==> config.mk <==
export PLATFORM = sky130hd
export DESIGN_NAME = sps_match_controller_flat
export DESIGN_NICKNAME = d
export VERILOG_FILES = /design/src/rtl/sps_match_controller_pkg.sv /design/src/rtl/sps_match_controller_if.sv /design/src/rtl/sps_match_controller_judge.sv /design/src/rtl/sps_match_controller.sv /design/src/flat_wrapper.sv
export SDC_FILE = /design/constraint.sdc
export NUM_CORES = 1
export LEC_CHECK = 0
export ABC_CLOCK_PERIOD_IN_PS = 2360
export CELL_PAD_IN_SITES_DETAIL_PLACEMENT = 0
export CELL_PAD_IN_SITES_GLOBAL_PLACEMENT = 1
export CORE_AREA = 2 2 62 79
export DETAILED_ROUTE_END_ITERATION = 6
export DIE_AREA = 0 0 64 81
export MAX_ROUTING_LAYER = met4
export PLACE_DENSITY = 0.75
export SETUP_SLACK_MARGIN = 0.05
export SLEW_MARGIN = 20
export SYNTH_ARGS = -nofsm -noshare
export SYNTH_HDL_FRONTEND = slang
export SYNTH_SLANG_ARGS = --single-unit
==> constraint.sdc <==
create_clock -name clk -period 2.36 [get_ports clk]
set_input_delay 0.472 -clock clk [delete_from_list [all_inputs] [get_ports clk]]
set_output_delay 0.472 -clock clk [all_outputs]
set_load 0.005 [all_outputs]
==> src/rtl/sps_match_controller_pkg.sv <==
// Shared types for the stone-paper-scissors match controller: move and result
// encodings plus the controller state encoding.
package sps_match_controller_pkg;

    typedef enum logic [1:0] {
        MoveStone    = 2'b00,
        MovePaper    = 2'b01,
        MoveScissors = 2'b10,
        MoveInvalid  = 2'b11
    } move_e;

    typedef enum logic [1:0] {
        ResTie     = 2'b00,
        ResP1      = 2'b01,
        ResP2      = 2'b10,
        ResInvalid = 2'b11
    } result_e;

    typedef enum logic [2:0] {
        StIdle    = 3'd0,
        StCollect = 3'd1,
        StJudge   = 3'd2,
        StReport  = 3'd3,
        StDone    = 3'd4
    } state_e;

endpackage

==> src/rtl/sps_match_controller_if.sv <==
// Bundle of match control, per-player move handshakes and result/score outputs.
// master = players/host side, slave = the controller.
interface sps_match_controller_if #(
    parameter int unsigned SCORE_W = 4
);
    logic               start;
    logic               abort;
    logic               p1_valid;
    logic [1:0]         p1_move;
    logic               p1_ready;
    logic               p2_valid;
    logic [1:0]         p2_move;
    logic               p2_ready;
    logic               round_valid;
    logic [1:0]         round_result;
    logic [SCORE_W-1:0] p1_score;
    logic [SCORE_W-1:0] p2_score;
    logic               busy;
    logic               match_done;
    logic [1:0]         match_winner;

    modport master (
        output start, abort, p1_valid, p1_move, p2_valid, p2_move,
        input  p1_ready, p2_ready, round_valid, round_result, p1_score, p2_score,
               busy, match_done, match_winner
    );

    modport slave (
        input  start, abort, p1_valid, p1_move, p2_valid, p2_move,
        output p1_ready, p2_ready, round_valid, round_result, p1_score, p2_score,
               busy, match_done, match_winner
    );
endinterface

==> src/rtl/sps_match_controller_judge.sv <==
// Combinational round judge: two 2-bit moves in, 2-bit round result out.
module sps_match_controller_judge
    import sps_match_controller_pkg::*;
(
    input  logic [1:0] p1_move_i,
    input  logic [1:0] p2_move_i,
    output logic [1:0] result_o
);

    always_comb begin
        result_o = ResP2;
        if (p1_move_i == MoveInvalid || p2_move_i == MoveInvalid) begin
            result_o = ResInvalid;
        end else if (p1_move_i == p2_move_i) begin
            result_o = ResTie;
        end else if ((p1_move_i == MoveStone    && p2_move_i == MoveScissors) ||
                     (p1_move_i == MovePaper    && p2_move_i == MoveStone)    ||
                     (p1_move_i == MoveScissors && p2_move_i == MovePaper)) begin
            result_o = ResP1;
        end
    end

endmodule

==> src/rtl/sps_match_controller.sv <==
// Best-of-N match sequencer: collects hidden moves, judges each round, keeps
// saturating scores, forfeits a stalled player on timeout and declares the winner.
module sps_match_controller
    import sps_match_controller_pkg::*;
#(
    parameter int unsigned ROUNDS_TO_WIN = 2,
    parameter int unsigned SCORE_W       = 4,
    parameter int unsigned TIMEOUT_CYC   = 255,
    parameter int unsigned TO_W          = 8
) (
    input  logic                       clk,
    input  logic                       rst_n,
    sps_match_controller_if.slave      bus
);

    localparam logic [SCORE_W-1:0] WinScore    = SCORE_W'(ROUNDS_TO_WIN);
    localparam logic [TO_W-1:0]    TimeoutLast = TO_W'(TIMEOUT_CYC - 1);

    state_e             state_q, state_d;
    logic [1:0]         p1_move_q, p1_move_d, p2_move_q, p2_move_d;
    logic               p1_have_q, p1_have_d, p2_have_q, p2_have_d;
    logic [TO_W-1:0]    timer_q, timer_d;
    logic [1:0]         result_q, result_d;
    logic [SCORE_W-1:0] p1_score_q, p1_score_d, p2_score_q, p2_score_d;

    logic [1:0] judged;
    logic [1:0] round_res;
    logic       p1_acc, p2_acc;

    sps_match_controller_judge u_judge (
        .p1_move_i (p1_move_q),
        .p2_move_i (p2_move_q),
        .result_o  (judged)
    );

    // A missing move forfeits the round to whoever did commit; nobody committed is a tie.
    assign round_res = (p1_have_q && p2_have_q) ? judged     :
                       p1_have_q                ? 2'(ResP1)  :
                       p2_have_q                ? 2'(ResP2)  : 2'(ResTie);

    assign p1_acc = (state_q == StCollect) && !p1_have_q && bus.p1_valid;
    assign p2_acc = (state_q == StCollect) && !p2_have_q && bus.p2_valid;

    always_comb begin
        state_d    = state_q;
        p1_move_d  = p1_move_q;
        p2_move_d  = p2_move_q;
        p1_have_d  = p1_have_q;
        p2_have_d  = p2_have_q;
        timer_d    = timer_q;
        result_d   = result_q;
        p1_score_d = p1_score_q;
        p2_score_d = p2_score_q;

        if (bus.abort) begin
            state_d    = StIdle;
            p1_move_d  = '0;
            p2_move_d  = '0;
            p1_have_d  = 1'b0;
            p2_have_d  = 1'b0;
            timer_d    = '0;
            result_d   = '0;
            p1_score_d = '0;
            p2_score_d = '0;
        end else begin
            unique case (state_q)
                StIdle, StDone: begin
                    if (bus.start) begin
                        state_d    = StCollect;
                        p1_move_d  = '0;
                        p2_move_d  = '0;
                        p1_have_d  = 1'b0;
                        p2_have_d  = 1'b0;
                        timer_d    = '0;
                        p1_score_d = '0;
                        p2_score_d = '0;
                    end
                end
                StCollect: begin
                    if (p1_acc) begin
                        p1_move_d = bus.p1_move;
                        p1_have_d = 1'b1;
                    end
                    if (p2_acc) begin
                        p2_move_d = bus.p2_move;
                        p2_have_d = 1'b1;
                    end
                    timer_d = timer_q + 1'b1;
                    // Moves taken in the expiry cycle are already in *_have_d here.
                    if ((p1_have_d && p2_have_d) || timer_q == TimeoutLast) begin
                        state_d = StJudge;
                    end
                end
                StJudge: begin
                    result_d = round_res;
                    if (round_res == ResP1 && p1_score_q != WinScore) begin
                        p1_score_d = p1_score_q + 1'b1;
                    end
                    if (round_res == ResP2 && p2_score_q != WinScore) begin
                        p2_score_d = p2_score_q + 1'b1;
                    end
                    state_d = StReport;
                end
                StReport: begin
                    if (p1_score_q == WinScore || p2_score_q == WinScore) begin
                        state_d = StDone;
                    end else begin
                        state_d   = StCollect;
                        p1_move_d = '0;
                        p2_move_d = '0;
                        p1_have_d = 1'b0;
                        p2_have_d = 1'b0;
                        timer_d   = '0;
                    end
                end
                default: state_d = StIdle;
            endcase
        end
    end

    always_ff @(posedge clk or negedge rst_n) begin
        if (!rst_n) begin
            state_q    <= StIdle;
            p1_move_q  <= '0;
            p2_move_q  <= '0;
            p1_have_q  <= 1'b0;
            p2_have_q  <= 1'b0;
            timer_q    <= '0;
            result_q   <= '0;
            p1_score_q <= '0;
            p2_score_q <= '0;
        end else begin
            state_q    <= state_d;
            p1_move_q  <= p1_move_d;
            p2_move_q  <= p2_move_d;
            p1_have_q  <= p1_have_d;
            p2_have_q  <= p2_have_d;
            timer_q    <= timer_d;
            result_q   <= result_d;
            p1_score_q <= p1_score_d;
            p2_score_q <= p2_score_d;
        end
    end

    assign bus.p1_ready     = (state_q == StCollect) && !p1_have_q;
    assign bus.p2_ready     = (state_q == StCollect) && !p2_have_q;
    assign bus.round_valid  = (state_q == StReport);
    assign bus.round_result = (state_q == StReport) ? result_q : 2'b00;
    assign bus.p1_score     = p1_score_q;
    assign bus.p2_score     = p2_score_q;
    assign bus.busy         = (state_q == StCollect) || (state_q == StJudge) ||
                              (state_q == StReport);
    assign bus.match_done   = (state_q == StDone);
    assign bus.match_winner = (state_q != StDone)       ? 2'(ResTie) :
                              (p1_score_q == WinScore)  ? 2'(ResP1)  : 2'(ResP2);

endmodule

==> src/flat_wrapper.sv <==
// flat-port wrapper written by rule: the top's interface ports become plain ports
module sps_match_controller_flat import sps_match_controller_pkg::*;
#(
    parameter int unsigned ROUNDS_TO_WIN = 2,
    parameter int unsigned SCORE_W       = 4,
    parameter int unsigned TIMEOUT_CYC   = 255,
    parameter int unsigned TO_W          = 8
)
  (clk, rst_n, bus_start, bus_abort, bus_p1_valid, bus_p1_move, bus_p2_valid, bus_p2_move, bus_p1_ready, bus_p2_ready, bus_round_valid, bus_round_result, bus_p1_score, bus_p2_score, bus_busy, bus_match_done, bus_match_winner);
  sps_match_controller_if #(.SCORE_W(SCORE_W)) bus_i ();
  input  logic clk;
  input  logic rst_n;
  input wire logic [$bits(bus_i.start)-1:0] bus_start;
  input wire logic [$bits(bus_i.abort)-1:0] bus_abort;
  input wire logic [$bits(bus_i.p1_valid)-1:0] bus_p1_valid;
  input wire logic [$bits(bus_i.p1_move)-1:0] bus_p1_move;
  input wire logic [$bits(bus_i.p2_valid)-1:0] bus_p2_valid;
  input wire logic [$bits(bus_i.p2_move)-1:0] bus_p2_move;
  output wire logic [$bits(bus_i.p1_ready)-1:0] bus_p1_ready;
  output wire logic [$bits(bus_i.p2_ready)-1:0] bus_p2_ready;
  output wire logic [$bits(bus_i.round_valid)-1:0] bus_round_valid;
  output wire logic [$bits(bus_i.round_result)-1:0] bus_round_result;
  output wire logic [$bits(bus_i.p1_score)-1:0] bus_p1_score;
  output wire logic [$bits(bus_i.p2_score)-1:0] bus_p2_score;
  output wire logic [$bits(bus_i.busy)-1:0] bus_busy;
  output wire logic [$bits(bus_i.match_done)-1:0] bus_match_done;
  output wire logic [$bits(bus_i.match_winner)-1:0] bus_match_winner;
  assign bus_i.start = bus_start;
  assign bus_i.abort = bus_abort;
  assign bus_i.p1_valid = bus_p1_valid;
  assign bus_i.p1_move = bus_p1_move;
  assign bus_i.p2_valid = bus_p2_valid;
  assign bus_i.p2_move = bus_p2_move;
  assign bus_p1_ready = bus_i.p1_ready;
  assign bus_p2_ready = bus_i.p2_ready;
  assign bus_round_valid = bus_i.round_valid;
  assign bus_round_result = bus_i.round_result;
  assign bus_p1_score = bus_i.p1_score;
  assign bus_p2_score = bus_i.p2_score;
  assign bus_busy = bus_i.busy;
  assign bus_match_done = bus_i.match_done;
  assign bus_match_winner = bus_i.match_winner;
  sps_match_controller #(.ROUNDS_TO_WIN(ROUNDS_TO_WIN), .SCORE_W(SCORE_W), .TIMEOUT_CYC(TIMEOUT_CYC), .TO_W(TO_W)) u_core (.clk(clk), .rst_n(rst_n), .bus(bus_i));
endmodule
---- Yosys cells after proc, flatten, opt, wreduce, memory -nomap -nowiden ----
Index checks and enable logic that the tools add are counted.
word-level totals
  register bits after elaboration ......... 27
  bits of input ports ..................... 10
  output and inout port bits .............. 17
  word-level logic and storage cells ...... 118
cells by class
  add/subtract/negate cells ............... 3
  eq/ne operators ......................... 26
  mux-type cells .......................... 47
  reduce and logical (&&, ||, !) cells .... 33
operator list
  cell                                                                    number
  2-bit two-way mux                                                       17
  8-bit two-way mux                                                       3
  8-bit case mux with 3 select lines                                      1
  4-bit two-way mux                                                       5
  4-bit case mux with 2 select lines                                      2
  3-bit two-way mux                                                       4
  3-bit by 2-bit != test with 1-bit output (second input constant)        4
  3-bit != test (second input constant)                                   4
  2-bit case mux with 3 select lines                                      2
  3-bit case mux with 4 select lines                                      1
  1-bit logical AND                                                       11
  2-bit equality test (second input constant)                             5
  1-bit two-way mux                                                       10
  3-bit AND reduction                                                     3
  4-bit by 1-bit adder with 4-bit output (second input constant)          2
  8-bit by 1-bit adder with 8-bit output (second input constant)          1
  4-bit by 2-bit equality test with 1-bit output (second input constant)  2
  8-bit equality test (second input constant)                             1
  4-bit by 2-bit != test with 1-bit output (second input constant)        2
  4-bit AND reduction                                                     2
  1-bit logical OR                                                        7
  2-bit by 1-bit equality test with 1-bit output (second input constant)  3
  3-bit by 2-bit equality test with 1-bit output (second input constant)  2
  1-bit case mux with 3 select lines                                      2
  11 further kinds                                                        13

---- Logic depth before layout (Yosys ltp) ----
Gate-level depths: netlist (run 1).
  depth in word-level cells ............... 13
  depth in mapped cells ................... 7
  gate-level depth less buffers ........... 7

---- Hierarchy ----
A second synthesis (run 1) with hierarchy kept.
unflattened totals
  cell total of the unflattened synthesis .. 189
  area total of the unflattened synthesis .. 1696.6 µm²
modules (own cells, without submodules)
  module                      times used  cells an instance  area each (µm²)  seq. area each (µm²)
  sps_match_controller        1           179                1609.0           675.6
  sps_match_controller_judge  1           10                 87.6             0.0

---- Worst setup path after synthesis (run 1) ----
No wires, ideal clock.
  path type ............................... reg2reg
  start ................................... register u_core.p1_score_q[0], in the netlist u_core.bus.p1_score[0]
  end ..................................... register u_core.p1_score_q[2], in the netlist u_core.bus.p1_score[2]
  library setup time ...................... 0.124 ns
  arrival time ............................ 1.665 ns
  data required time ...................... 2.236 ns
  setup slack ............................. 0.571 ns
  cell stages (with the launch flop) ...... 8
  buffers on the path ..................... 0
  clock period less this slack ............ 1.789 ns
  path through ............................ dfrtp_1 > inv_1 > ha_1 > or3b_1 > nand2_1 > a31oi_4 > and4b_2 > a211o_1
between the ends
  word-level cells in the longest chain between the ends .. 4
  elaborated cells on any way between the ends .. 8
  those cells by class .................... 1 x add/sub; 2 x eq/ne; 3 x mux; 2 x reduce/logical
RTL lines
  item                                                                                                       RTL line                                                RTL
  start: declaration                                                                                         sps_match_controller.sv:24                              logic [SCORE_W-1:0] p1_score_q, p1_score_d, p2_score_q, p2_score_d;
  start signal: assignment                                                                                   sps_match_controller.sv:140                             p1_score_q <= p1_score_d;
  4-bit by 1-bit adder with 4-bit output / 4-bit by 2-bit != test with 1-bit output (equally long branches)  sps_match_controller.sv:97, sps_match_controller.sv:96
  4-bit two-way mux / 1-bit logical AND (equally long branches)                                              sps_match_controller.sv:96                              if (round_res == ResP1 && p1_score_q != WinScore) begin
  4-bit case mux with 2 select lines / 3-bit by 2-bit != test with 1-bit output (equally long branches)      n/a
  4-bit two-way mux / 3-bit AND reduction (equally long branches)                                            n/a
Several ways; a longest one is shown, not always the timed one. The select of a mux whose other input is x is not followed.
A chain may end at the register's enable or synchronous reset.

---- Final worst setup path (run 1) ----
  start ................................... register u_core.p1_score_q[0], in the netlist u_core.bus.p1_score[0]
  end ..................................... output bus_match_winner[1]
between the ends
  word-level cells in the longest chain between the ends .. 3
RTL lines
  item                                            RTL line                     RTL
  4-bit by 2-bit equality test with 1-bit output  sps_match_controller.sv:155  (p1_score_q == WinScore) ? 2'(ResP1) : 2'(ResP2);
  2-bit two-way mux                               sps_match_controller.sv:155
  2-bit two-way mux                               sps_match_controller.sv:154  assign bus.match_winner = (state_q != StDone) ? 2'(ResTie) :
  end: declaration                                flat_wrapper.sv:27           output wire logic [$bits(bus_i.match_winner)-1:0] bus_match_winner;
No other way between the ends.

==> metrics.txt, run 1 <==
status=complete, no violations; flops & latches, synth=27; top cells by area, synth=dfrtp_1 39%, nand2_1 5.3%, ha_1 4.4%; clk slew on worst S/H paths=about 0.1 ns; Final Non-Filler Cells=approximately 280; Max Transition Viols Final=0; Worst Skew=~0.0046 ns; Synth Instances=194; Leakage=a little over 0.9 nW; Starting Density=0.3790; NumNets Final=241; first-pass GRT wire length=7210 um; DIE HEIGHT=just over 80 um; Main synth FF type=dfrtp_1; top-area cell type share of the netlist area=0.3944; Avg Inst Size Synth=slightly below 9 um2; Buf/Inv on CP=2; pin count of the biggest net entering global routing=28; placer's final routability congestion estimate=about 0.84; root buf cell=clkbuf_8; number of flops mapped to enable cells by yosys=0; die area=about 5200 um2; CTS tree=yes; Critical Path Source=u_core.bus.p1_score[0]; Clock Path Buffers=2; pin slew with the least headroom to its limit=around 0.46 ns; Critical Path RT=1.89 ns; total CTS buffers=3; Die W=64 um; CP delay by family, top=simple AND/OR/NAND/NOR gates; number of port buffers=26; max cap viols=0; Worst path max stage delay=0.39 ns; Final min period=approximately 2.2 ns; tightest hold margin=roughly 0.5 ns; final hold vios=0; layout cell share with drive strength beyond 1=0.1295; crit path kind=flop to output pin; Final Util=0.4695; worst r2r dst=u_core.bus.p1_score[2]; Hold WC Path Type=flop to flop; initial antenna violation count=0; core box area=roughly 4500 um2; post-synthesis sequential area ratio=0.3944; CP Capture Type=output pin; Distinct cells, synth=52; CTS Sinks=27; Post-DP HPWL=about 3100 um; post-synth net total=210; f_max=approximately 450 MHz; CP Data Arrival Time=1.75 ns; Slew headroom=0.6933; DRC errors left=0; DR WL/cell=approximately 15 um; period utilization=0.9401; P per Cell Area=728.6 nW/um2; RSZ-0062 raised after global routing=no; diode count=0; worst setup margin=between 0.1 and 0.15 ns; Worst setup SP type=flop; crit-path max FO=3; GRT Util Overall=0.1825; total design power=roughly 1.5 mW; Yosys top cell by area=dfrtp_1; gr ovfl total=0; final setup vio count=0; worst r2r src=u_core.bus.p1_score[0]; synth warn=0; Setup WS pre-CTS=between 0.15 and 0.2 ns; post-route cell area=about 2100 um2; initial drt markers=88; critical path's slowest cell=dfrtp_1; FILL cells=between 400 and 500; critical path depth in cells=5; Cell Area, Placed=slightly above 2000 um2; num rows=28; Worst-Skew Late Latency=around 0.28 ns; vias=around 1500; Synth Cell Area=1713 um2; Sum Neg Setup Slack=0 ns; vias in the first global route=~1500; drt pass-1 iters=4; Routed Antenna Nets=0; area grow syn2layout=23.89%; WL final=4223 um; Worst R2R Setup Slack=approximately 0.39 ns; Via density=5.352; ys async rst share=1.000; critical path cell sequence=inv_1, ha_2, or3b_4, and3_1, dlygate4sd2_1; depth of the worst register-to-register path=8; VDD IR max=between 0.0005 and 0.0006 V; Critical Path Sink=bus_match_winner[1]; I/O pins=27; Placed Cells=278; H-tree Lvls=1
cells in the mapped netlist (all sizes together) (2+ instances only):
cell,number
dfrtp,27
nand2,24
nor2,20
a21oi,15
inv,9
o21ai,9
nand3,7
buf,6
ha,6
a31oi,5
and3,5
nand2b,4
nand4,4
nor3b,4
o22ai,4
or3b,4
a21o,3
nand3b,3
xnor2,3
xor2,3
a211o,2
a211oi,2
and2b,2
and4b,2
clkbuf,2
nand4bb,2
o2bb2ai,2
area by class of cell:
type,count,area [um2],share of cell area
timing repair buffer,34,317.8,0.1498
inverter,9,33.78,0.01592
clock inverter,1,5.005,0.002358
clock buffer,3,41.29,0.01946
multi-input combinational,150,970.9,0.4575
tap,60,75.07,0.03538
sequential,27,678.2,0.3196
placed cells by master, fill, tap and decap left out, types with 3 or more instances in the layout:
cell type        count
o21ai_0              7
nor3b_1              3
xnor2_1              3
nand2b_1             4
nand3_1              7
nor2_1              18
a31oi_1              4
a21oi_1             13
clkbuf_8             3
a21o_1               3
clkdlybuf4s50_1     24
buf_4                8
inv_1                9
dfrtp_1             25
and3_1               4
o22ai_1              4
ha_1                 5
nand4_1              4
nand2_1             24
xor2_1               3
nand3b_1             3
routing by layer:
layer / vias up / track usage / wire length (um)
met1: 715 / 0.2227 / 1907
met2: 32 / 0.3094 / 2084
met4: 0 / 0.06957 / 112
met3: 9 / 0.02216 / 118
met5: - / - / 0
li1: 764 / - / -
state kept, by name (all words and copies together) (netlist names):
register and flops:
u_core.p2_have_q 1, u_core.state_q 3, u_core.bus.p1_score 4, u_core.p1_move_q 2
u_core.p1_have_q 1, u_core.result_q 2, u_core.p2_move_q 2, u_core.bus.p2_score 4
u_core.timer_q 8
worst min path at each step:
stage | startpoint | endpoint | slack (ns) | depth (start not counted)
global placement | u_core.timer_q[6] | u_core.timer_q[6] | 0.49 | 1
floorplan | rst_n | u_core.bus.p1_score[0] | 0.18 | 0
finish | u_core.timer_q[6] | u_core.timer_q[6] | 0.51 | 1
detailed placement | u_core.timer_q[6] | u_core.timer_q[6] | 0.49 | 1
global route | u_core.timer_q[6] | u_core.timer_q[6] | 0.53 | 1
CTS | u_core.timer_q[6] | u_core.timer_q[6] | 0.51 | 1
repair_timing:
action                     4_1_cts  5_1_grt
hold buffers                     0        0
setup endpoints to repair        3        2
gates resized for setup          5        1
buffers inserted                 2        0
pin swaps                        0        0
report_power, final:
group	switching [mW]	internal (mW)	leakage (nW)
logic	0.343	0.282	0.531
clock network	0.152	0.119	0.0255
registers	0.123	0.526	0.370
total	0.619	0.927	0.926
logic make-up (layout without fill, tap and decap cells):
kind of cell,count (synthesis),after routing,synth area share
AND/OR/NAND/NOR,88,88,0.2834
buffers and inverters,17,47,0.04164
AO/OA/AOI/OAI,50,50,0.2060
adder cells (fa/ha/maj),6,6,0.04383
flip-flops,27,27,0.3944
XOR/XNOR,6,6,0.03068
Note: power is estimated with default switching activity, not from simulation.
==> run 2, diff against run 1 <==
--- a/config.mk
+++ b/config.mk
@@ -15,4 +15,5 @@
 export PLACE_DENSITY = 0.75
 export SETUP_SLACK_MARGIN = 0.05
+export SKIP_CTS_REPAIR_TIMING = 1
 export SLEW_MARGIN = 20
 export SYNTH_ARGS = -nofsm -noshare
==> constraint.sdc (replaced) <==
create_clock -name clk -period 2.36 [get_ports clk]
set_input_delay 0.472 -clock clk [delete_from_list [all_inputs] [get_ports clk]]
set_output_delay 0.472 -clock clk [all_outputs]
set_load 0.1 [all_outputs]
==> run 2 against run 1 <==
Compared with the run above:
- clock-buffer cell count unchanged
- via count down 0.79%
- register-to-register slack better by 0.07 ns
- critical path type unchanged
- largest power group is now combinational cells
==> metrics.txt, run 2 (synthesis gave the netlist of run 1 again) <==
DR WL/cell=14.37 um; GRT Util Overall=0.1738; max FFs per register=8; post-route cell area=2181 um2; met2 Track Usage GR=0.2979; Post-DP HPWL=roughly 3000 um; Placed Cells=roughly 280; number of port buffers=26; Worst setup SP type=flop; die area=around 5200 um2; met3 GRT Util=0.02216; VDD IR max=around 0.00079 V; final hold vios=0; P per Cell Area=a little over 900 nW/um2; Setup WS pre-CTS=0.3091 ns; Worst R2R Setup Slack=roughly 0.46 ns; clk slew on worst S/H paths=~0.11 ns; placer's final routability congestion estimate=0.8266; Final Non-Filler Cells=between 200 and 300; Worst Skew=around 0.011 ns; CTS Sinks=27; Starting Density=0.3790; FILL cells=451; pin slew with the least headroom to its limit=0.4895 ns; Leakage=approximately 0.95 nW; H-tree Lvls=1; Slew headroom=0.6736; pin count of the biggest net entering global routing=28; crit path kind=flop to output pin; Clock Path Buffers=2; Via density=around 5.4; gr ovfl total=0; initial drt markers=70; Die W=64 um; DIE HEIGHT=81 um; Hold WC Path Type=flop to flop; total CTS buffers=3; I/O pins=27; max cap viols=0; f_max=~450 MHz; period utilization=0.9420; NumNets Final=approximately 240; drt pass-1 iters=4; worst setup margin=approximately 0.14 ns; commonest non-fill, non-tap cells in the layout=24 x nand2_1, 24 x dfrtp_1, 17 x nor2_1; vias=1508; vias in the first global route=~1400; Largest Register=u_core.timer_q; status=complete, no violations; grt met1 use=0.2097; core box area=between 4000 and 5000 um2; CTS tree=yes; Final min period=2.223 ns; CP Data Arrival Time=about 1.8 ns; Cell Area, Placed=between 2000 and 2500 um2; Worst-Skew Late Latency=0.28 ns; initial antenna violation count=0; Critical Path RT=between 1.5 and 2 ns; area grow syn2layout=27.32%; GRT busiest layer=met2; diode count=0; final setup vio count=0; tightest hold margin=a little over 0.5 ns; Routed Antenna Nets=0; DRC errors left=0; crit-path max FO=5; layout cell share with drive strength beyond 1=0.2091; Max Transition Viols Final=0; root buf cell=clkbuf_8; WL final=4023 um; CP Capture Type=output pin; first-pass GRT wire length=6824 um; num rows=28; RSZ-0062 raised after global routing=no
run 2: where the power goes:
group,switching (mW),total [mW],internal [mW]
combinational,0.694,1.04,0.349
sequential,0.132,0.654,0.522
clock,0.162,0.283,0.120
total,0.988,1.98,0.991
run 2: critical path, cell delays in order, from the launching register on:
cell	delay (ns)
dfrtp_2	0.45
inv_2	0.06
ha_2	0.17
or3b_4	0.42
and3_4	0.21
buf_12	0.16
run 2: through the flow:
stage / power, mW / setup TNS (ns) / util
after global routing: 2.105 / 0 / 0.4826
after detailed placement: 1.711 / 0 / 0.4682
after global placement: 1.711 / 0 / 0.4682
after CTS: 1.996 / -0.01547 / 0.4790
after floorplan: 1.375 / -0.4513 / -
final: 1.979 / 0 / 0.4826
run 2: final cells by class:
type	instances	area, um2	share of cell area
clock buffer	3	41.29	0.01893
clock inverter	1	7.507	0.003442
inverter	9	33.78	0.01549
multi-input combinational	150	983.4	0.4509
sequential	27	679.4	0.3115
tap	60	75.07	0.03442
timing repair buffer	30	360.3	0.1652
run 2: final timing paths:
kind                                          endpoint  cells past startpoint                   start
worst max-delay path               bus_match_winner[1]                      5  u_core.bus.p1_score[0]
worst min-delay path                 u_core.timer_q[6]                      1       u_core.timer_q[6]
worst max register to register  u_core.bus.p1_score[2]                      7  u_core.bus.p1_score[0]
worst min register to register       u_core.timer_q[6]                      1       u_core.timer_q[6]
max in group asynchronous       u_core.bus.p1_score[1]                      2                   rst_n
min in group asynchronous           u_core.result_q[1]                      2                   rst_n
run 2: per-layer routing:
layer / vias up / wire (um)
li1: 751 / -
met1: 721 / 1790
met2: 29 / 2019
met3: 7 / 149
met4: 0 / 63
met5: - / 0
==> run 3, diff against run 2 <==
Settings changed: PLACE_DENSITY 0.75 to 0.86.
==> run 3 against run 2 <==
Compared with the run above:
- worst setup slack better by 0.0021 ns
- sequential share of layout area hardly changed
- first-iteration DRC count increased by 2.9%
- non-clock buffer count increased by 1
- clock power is 5% lower
- critical path depth unchanged
- register-to-register slack better by 0.03 ns
- worst hold slack worse by 0.016 ns
- critical path type unchanged
- critical endpoint unchanged
- largest cell class unchanged
==> metrics.txt, run 3 (synthesis gave the netlist of run 1 again) <==
core box area=about 4500 um2; Sum Neg Setup Slack=0 ns; VDD IR max=around 0.0012 V; P per Cell Area=899.9 nW/um2; FF/Latch Area=between 600 and 700 um2; area of the multi-input gates=977.2 um2; Slew headroom=0.6954; H-tree Lvls=1; Via density=between 5 and 6; Routed Antenna Nets=0; root buf cell=clkbuf_8; Placed Cells=275; num rows=28; max cap viols=0; Largest Register=u_core.timer_q; GRT Util Overall=0.1700; Clock Path Buffers=2; CP Data Arrival Time=between 1.5 and 2 ns; Setup WS pre-CTS=0.3123 ns; worst setup margin=0.1390 ns; Final Non-Filler Cells=roughly 280; placer's final routability congestion estimate=0.7723; clk slew on worst S/H paths=about 0.1 ns; Leakage=0.9566 nW; vias in the first global route=between 1000 and 1500; total CTS buffers=3; period utilization=0.9411; gr ovfl total=0; die area=between 5000 and 6000 um2; RSZ-0062 raised after global routing=no; crit path kind=flop to output pin; CTS tree=yes; Worst setup SP type=flop; Worst-Skew Late Latency=0.28 ns; DIE HEIGHT=between 80 and 90 um; first-pass GRT wire length=6755 um; Critical Path RT=around 1.9 ns; pin slew with the least headroom to its limit=~0.46 ns; f_max=about 450 MHz; area grow syn2layout=27.17%; initial drt markers=72; FILL cells=about 430; Post-DP HPWL=between 2000 and 3000 um; WL final=a little under 4000 um; commonest non-fill, non-tap cells in the layout=24 x nand2_1, 24 x dfrtp_1, 17 x nor2_1; status=complete, no violations; Starting Density=0.3790; drt pass-1 iters=4; initial antenna violation count=0; max FFs per register=8; CTS Sinks=27; number of port buffers=26; Die W=between 60 and 70 um; DR WL/cell=13.86 um; Hold WC Path Type=flop to flop; layout cell share with drive strength beyond 1=0.1991; Final min period=2.221 ns; diode count=0; final setup vio count=0; vias=1503; CP Capture Type=output pin; I/O pins=27; pin count of the biggest net entering global routing=28; Worst Skew=between 0.007 and 0.008 ns; final hold vios=0; DRC errors left=0; NumNets Final=238; crit-path max FO=4; Max Transition Viols Final=0; total design power=about 2.0 mW
-- run 3: changes by cell type in the layout (fill, tap and decap cells not counted), sizes merged --
cell      before  now
buf           21   22
clkbuf         3    4
clkinvlp       1    0
-- run 3: cell type report --
type,instances,area share
sequential,27,0.3119
tap,60,0.03446
inverter,9,0.01551
timing repair buffer,31,0.1689
clock buffer,4,0.02068
multi-input combinational,150,0.4486
-- run 3: metal layers --
metal	vias to the layer above	wire [um]	GRT usage
met5	-	0	-
met4	0	37	0.04783
met3	4	165	0.01939
met2	30	2058	0.3094
met1	716	1635	0.1970
li1	753	-	-
-- run 3: worst max-delay path: stages, from the launching register on --
cell and delay [ns]:
dfrtp_2 0.42, inv_1 0.07, ha_1 0.16, or3b_4 0.42
and3_2 0.25, buf_12 0.16
-- run 3: metrics by stage --
step,hold WS (ns),cell area [um2],util
6_report,0.4903,2178,0.4820
5_1_grt,0.5030,2178,0.4820
3_5_place_dp,0.4710,2116,0.4682
4_1_cts,0.4892,2161,0.4781
2_1_floorplan,0.1764,1725,-
3_3_place_gp,0.4723,2116,0.4682
-- run 3: path summary, 6_finish.rpt --
| path | cells past startpoint | startpoint | end | slack, ns |
|---|---|---|---|---|
| max in group asynchronous | 2 | rst_n | u_core.bus.p1_score[0] | 1.49 |
| worst min register to register | 1 | u_core.timer_q[6] | u_core.timer_q[6] | 0.49 |
| min in group asynchronous | 2 | rst_n | u_core.bus.p2_score[2] | 0.57 |
| worst min-delay path | 1 | u_core.timer_q[6] | u_core.timer_q[6] | 0.49 |
| worst max-delay path | 5 | u_core.bus.p1_score[0] | bus_match_winner[1] | 0.14 |
| worst max register to register | 7 | u_core.bus.p2_score[0] | u_core.bus.p2_score[2] | 0.49 |
-- run 3: report_power, final --
group | internal (mW) | switching (mW)
Clock | 0.121 | 0.147
Combinational | 0.349 | 0.689
Sequential | 0.522 | 0.132
